[src/rtl/vcu_bram_sched.sv]
// vcu_bram_sched: arbitrates one shared BRAM port between a DMA engine and a
// VCU compute core. The DMA loads operands, the VCU computes while it owns the
// BRAM, then the DMA drains the results. A watchdog bounds the compute phase.
// Ownership is decoded from the registered FSM state, so it only changes at a
// clock edge, and RESET forces the DMA to be the owner at once.
module vcu_bram_sched #(
    parameter int wordSize    = 32,
    parameter int memDepth    = 30,
    parameter int LOAD_WORDS  = 512,
    parameter int DRAIN_WORDS = 256,
    parameter int TIMEOUT     = 65535
) (
    input  logic                  clk,
    input  logic                  RESET,
    input  logic                  start,
    input  logic                  abort,
    input  logic [memDepth+1:0]   dma_addr,
    input  logic [wordSize-1:0]   dma_wdata,
    input  logic [3:0]            dma_we,
    input  logic                  dma_en,
    output logic [wordSize-1:0]   dma_rdata,
    input  logic [memDepth+1:0]   vcu_addr,
    input  logic [wordSize-1:0]   vcu_wdata,
    input  logic [3:0]            vcu_we,
    input  logic                  vcu_en,
    output logic [wordSize-1:0]   vcu_rdata,
    output logic                  vcu_memWRTDone,
    input  logic                  vcu_done,
    output logic [memDepth+1:0]   bram_addr,
    output logic [wordSize-1:0]   bram_wdata,
    output logic [3:0]            bram_we,
    output logic                  bram_en,
    input  logic [wordSize-1:0]   bram_rdata,
    output logic [2:0]            state,
    output logic                  busy,
    output logic                  irq_done,
    output logic                  err_timeout,
    output logic                  err_conflict
);

    typedef enum logic [2:0] {
        ST_IDLE    = 3'd0,
        ST_LOAD    = 3'd1,
        ST_COMPUTE = 3'd2,
        ST_DRAIN   = 3'd3,
        ST_DONE    = 3'd4
    } state_t;

    // Beat-count targets narrowed to the 16-bit counter width.
    localparam logic [15:0] LOAD_CNT  = 16'(LOAD_WORDS);
    localparam logic [15:0] DRAIN_CNT = 16'(DRAIN_WORDS);
    localparam logic [31:0] TO_CNT    = 32'(TIMEOUT);

    state_t      state_q, state_d;
    logic [15:0] beat_q, beat_d;
    logic [31:0] wd_q, wd_d;
    logic        err_timeout_q, err_timeout_d;
    logic        err_conflict_q, err_conflict_d;

    logic [15:0] beat_inc_s;
    logic [31:0] wd_inc_s;
    logic        wr_beat_s;
    logic        rd_beat_s;

    // Saturating increments: the counters stick at all-ones rather than wrap.
    assign beat_inc_s = (beat_q == 16'hFFFF) ? beat_q : beat_q + 16'd1;
    assign wd_inc_s   = (wd_q == 32'hFFFF_FFFF) ? wd_q : wd_q + 32'd1;
    assign wr_beat_s  = dma_en && (dma_we != 4'd0);
    assign rd_beat_s  = dma_en && (dma_we == 4'd0);

    // State, counter and sticky-error registers; RESET clears everything at once.
    always_ff @(posedge clk or posedge RESET) begin
        if (RESET) begin
            state_q        <= ST_IDLE;
            beat_q         <= 16'd0;
            wd_q           <= 32'd0;
            err_timeout_q  <= 1'b0;
            err_conflict_q <= 1'b0;
        end else begin
            state_q        <= state_d;
            beat_q         <= beat_d;
            wd_q           <= wd_d;
            err_timeout_q  <= err_timeout_d;
            err_conflict_q <= err_conflict_d;
        end
    end

    // Next-state logic: abort wins over start and vcu_done; vcu_done wins over timeout.
    always_comb begin
        state_d        = state_q;
        beat_d         = beat_q;
        wd_d           = wd_q;
        err_timeout_d  = err_timeout_q;
        err_conflict_d = err_conflict_q;

        // A DMA access while the VCU owns the BRAM is flagged and dropped.
        if ((state_q == ST_COMPUTE) && dma_en) begin
            err_conflict_d = 1'b1;
        end else begin
            err_conflict_d = err_conflict_q;
        end

        if (abort) begin
            state_d = ST_IDLE;
            beat_d  = 16'd0;
            wd_d    = 32'd0;
        end else begin
            case (state_q)
                ST_IDLE: begin
                    if (start) begin
                        state_d        = ST_LOAD;
                        beat_d         = 16'd0;
                        err_timeout_d  = 1'b0;
                        err_conflict_d = 1'b0;
                    end else begin
                        state_d = ST_IDLE;
                    end
                end
                ST_LOAD: begin
                    if (wr_beat_s) begin
                        if (beat_inc_s == LOAD_CNT) begin
                            state_d = ST_COMPUTE;
                            beat_d  = 16'd0;
                            wd_d    = 32'd0;
                        end else begin
                            beat_d = beat_inc_s;
                        end
                    end else begin
                        beat_d = beat_q;
                    end
                end
                ST_COMPUTE: begin
                    wd_d = wd_inc_s;
                    if (vcu_done) begin
                        state_d = ST_DRAIN;
                        beat_d  = 16'd0;
                    end else if (wd_inc_s == TO_CNT) begin
                        state_d       = ST_IDLE;
                        err_timeout_d = 1'b1;
                        wd_d          = 32'd0;
                    end else begin
                        state_d = ST_COMPUTE;
                    end
                end
                ST_DRAIN: begin
                    if (rd_beat_s) begin
                        if (beat_inc_s == DRAIN_CNT) begin
                            state_d = ST_DONE;
                            beat_d  = 16'd0;
                        end else begin
                            beat_d = beat_inc_s;
                        end
                    end else begin
                        beat_d = beat_q;
                    end
                end
                ST_DONE: begin
                    state_d = ST_IDLE;
                end
                default: begin
                    state_d = ST_IDLE;
                    beat_d  = 16'd0;
                    wd_d    = 32'd0;
                end
            endcase
        end
    end

    // BRAM port mux: the VCU owns the BRAM only in COMPUTE; the other side sees zeros.
    always_comb begin
        bram_addr  = dma_addr;
        bram_wdata = dma_wdata;
        bram_we    = dma_we;
        bram_en    = dma_en;
        dma_rdata  = bram_rdata;
        vcu_rdata  = {wordSize{1'b0}};
        if (state_q == ST_COMPUTE) begin
            bram_addr  = vcu_addr;
            bram_wdata = vcu_wdata;
            bram_we    = vcu_we;
            bram_en    = vcu_en;
            dma_rdata  = {wordSize{1'b0}};
            vcu_rdata  = bram_rdata;
        end else begin
            bram_addr  = dma_addr;
            bram_wdata = dma_wdata;
            bram_we    = dma_we;
            bram_en    = dma_en;
            dma_rdata  = bram_rdata;
            vcu_rdata  = {wordSize{1'b0}};
        end
    end

    // Status outputs are pure decodes of registers, so RESET drops them immediately.
    assign state          = state_q;
    assign busy           = (state_q != ST_IDLE);
    assign irq_done       = (state_q == ST_DONE);
    assign vcu_memWRTDone = (state_q == ST_COMPUTE);
    assign err_timeout    = err_timeout_q;
    assign err_conflict   = err_conflict_q;

endmodule

[config.mk]
export PLATFORM = sky130hd
export DESIGN_NAME = vcu_bram_sched
export DESIGN_NICKNAME = d
export VERILOG_FILES = /design/src/rtl/vcu_bram_sched.sv
export SDC_FILE = /design/constraint.sdc
export NUM_CORES = 1
export LEC_CHECK = 0
export BUFFER_PORTS_ARGS = -buffer_cell sky130_fd_sc_hd__buf_2
export CAP_MARGIN = 40
export CORE_MARGIN = 2
export CORE_UTILIZATION = 33
export CTS_BUF_LIST = sky130_fd_sc_hd__clkbuf_16
export CTS_CLUSTER_DIAMETER = 50
export DETAILED_ROUTE_END_ITERATION = 7
export SLEW_MARGIN = 10
export SYNTH_ARGS = -nofsm -noshare
export SYNTH_HDL_FRONTEND = slang
export SYNTH_SLANG_ARGS = --single-unit
[constraint.sdc]
create_clock -name clk -period 3.8 [get_ports clk]
set_input_delay 0.57 -clock clk [delete_from_list [all_inputs] [get_ports clk]]
set_output_delay 0.57 -clock clk [all_outputs]
set_load 0.01 [all_outputs]
==> out/qor.yml <==
wl_per_cell_um: 22.09
num-nets-final: 1284
rrSetupSlack_ns: 0.26
die_area_sq_um: 17380
gp_congestion: 1.004
ctsHoldBuffers: 0
synth_area_sq_um: 5391
cp_top_family: "simple AND/OR/NAND/NOR gates"
r2r_end: "wd_q[20]"
cts_setup_buffers: 0
syn_inst: 829
p_per_area_nw_per_um2: 191.0
synth.distinct_cells: 74
finalSetupTns_ns: 0
max_freq_mhz: 282.3
slowest_delay_ns: 0.60
worstRegToRegCells: 9
numCtsBuffers: 5
postRouteWirelength_um: 29420
die_y_um: 131.8
first_pass_iters: 5
grt_pass1_wl_um: 41790
drc: 0
synthArstFlopShare: 1.000
rsz0062_at_grt: "false"
synth_top_cell_by_area: "dfrtp_1"
ctsHtreeMaxLevel: 2
drv_cap: 0
ant_nets: 0
setup_viol: 0
synth_edf_count: 0
drive_above_1_share: 0.3403
p_leak_nw: 3.730
p_int_uw: 955.4
switchingPower_uw: 442.8
clkSlewWorstSetupHoldPaths_ns: 0.07
antenna_found_initial: 20
min_path_type: "in -> async"
clkPwrFrac: 0.337
start_kind: "flop"
cts_tree: "built"
power.share.combinational: 0.257
die_x_um: 131.8
cts.path.max_buffers: 2
reg2reg_from: "wd_q[13]"
dp_hpwl_um: 24490
report.final.slew_viol_count: 0
final_util: 0.4590
port_buffers: 315
grt-ovfl-total: 0
drtIter0Drc: 915
ys_seq_area_frac: 0.2460
layout_min_cycle_time_ns: 3.542
end_kind: "flop"
synth_most_common_cell: "nand2_1"
syn2layout_area_growth_pct: 35.74
seqPwrFrac: 0.407
coreArea_sq_um: 15940
rows: 46
ctsResizeCount: 0
numClockSinks: 53
via_per_inst: 5.487
crit_fanout: 11
syn-num-nets: 1006
synth.top_cells.by_count: "nand2_1 (266), dfrtp_1 (53), clkbuf_1 (49), nand3_1 (47), nor2_1 (44)"
critPathKind: "reg -> reg"
worst_slew_pin_slew_ns: 0.9264
p_sw_frac: 0.3167
grt_max_degree: 102
peakVddDrop_v: 0.0001504
synth_top_area_frac: 0.2460
finalCritPeriodShare: 0.9321
critPathRequiredTime_ns: 3.97
yosys_most_used_dff: "dfrtp_1"
syn_area_per_cell_sq_um: 6.504
grt_pass1_vias: 6397
clk_latency_ns: 0.30
status: "complete, no violations"
synth-warning-count: 0
path_buf_inv: 0
synthTopCellsByArea: "dfrtp_1 (25%), nand2_1 (19%), and3_1 (4.5%)"
vias: 7309
fin_total_pwr_mw: 1.398
crit_chain: "nand4_4 > or4_4 > or3_1 > or3b_2 > xor2_1 > and4_1 > nand4_1 > nand2_1 > o21ai_0"
io_pins: 316
start_util: 0.3382
clock_skew_ns: 0.004570
synth_seq_cells: 53
grt.total_usage: 0.3226
cp_slowest_cell: "or4_4"
relSlewSlack: 0.3824
cp.arrival_ns: 3.71
cts-root-buf: "clkbuf_16"
hold_violations: 0
[per-layer routing]
layer	vias up	part of all wire	track usage	wire, um
met3	51	0.16	0.1669	4740
met1	3348	0.41	0.4425	12180
met5	-	0.0048	0	141
li1	3435	-	-	-
met4	20	0.026	0.09179	766
met2	455	0.39	0.4380	11590
[cells in the final DEF, fill, tap and decap left out, types with 10 or more instances in the layout]
cell type,count
buf_2,315
nand2_1,265
dfrtp_1,53
nand3_1,47
nor2_1,43
and3_1,39
o21ai_0,38
and2_1,35
nand4_1,29
a21oi_1,25
buf_4,23
nor3_1,18
inv_1,17
or3_1,15
xnor2_1,10
nor4_1,10
[area by class of cell]
class	instances	area, sq um
Sequential cell	53	1326
Clock inverter	3	13.76
Multi-Input combinational cell	689	3706
Tap cell	216	270.3
Fill cell	1707	8625
Clock buffer	5	125.1
Inverter	18	67.56
Timing Repair Buffer	340	1789
Antenna cell	8	20.02
[how the worst max path moves through the flow]
| stage | startpoint | end | slack (ns) | cells after the start |
|---|---|---|---|---|
| after CTS | wd_q[13] | wd_q[20] | 0.30 | 9 |
| after detailed placement | wd_q[13] | wd_q[14] | 0.33 | 9 |
| final | wd_q[13] | wd_q[20] | 0.26 | 9 |
| after floorplan | wd_q[12] | wd_q[1] | 0.94 | 12 |
| after global routing | wd_q[13] | state[1] | 0.06 | 9 |
| after global placement | wd_q[13] | wd_q[20] | 0.39 | 9 |
[power groups by stage]
stage               registers [mW]  logic, mW  clock network [mW]
CTS                          0.568      0.354               0.476
detailed placement           0.580      0.353                   0
finish                       0.569      0.359               0.471
floorplan                    0.579      0.129                   0
global route                 0.569      0.381               0.492
global placement             0.580      0.352                   0
[registers in the layout (all words and copies together), names as in the netlist]
signal        flops
beat_q           16
err_conflict      1
err_timeout       1
state             3
wd_q             32
[per-stage QoR]
stage	instance area, sq um	hold WS, ns	instances	worst slack (ns)
after floorplan	5391	0.4910	829	0.9351
after global placement	7139	0.4905	1315	0.3899
after detailed placement	7159	0.5015	1316	0.3317
after CTS	7298	0.2658	1324	0.3004
after global routing	7298	0.2864	1324	0.05830
final	7318	0.2514	1332	0.2581
[cells by family (layout without fill, tap and decap cells)]
logic type | Yosys count | after routing | share of synthesized area
buffers and inverters | 87 | 366 | 0.06753
adders and majority gates | 2 | 2 | 0.004641
AOI/OAI and AO/OA | 124 | 124 | 0.1557
and+or+nand+nor | 535 | 535 | 0.4771
other | 0 | 8 | 0
xor gates and xnor gates | 17 | 17 | 0.02762
muxes | 11 | 11 | 0.02135
DFF | 53 | 53 | 0.2460
Note: power is estimated with default switching activity, not from simulation.
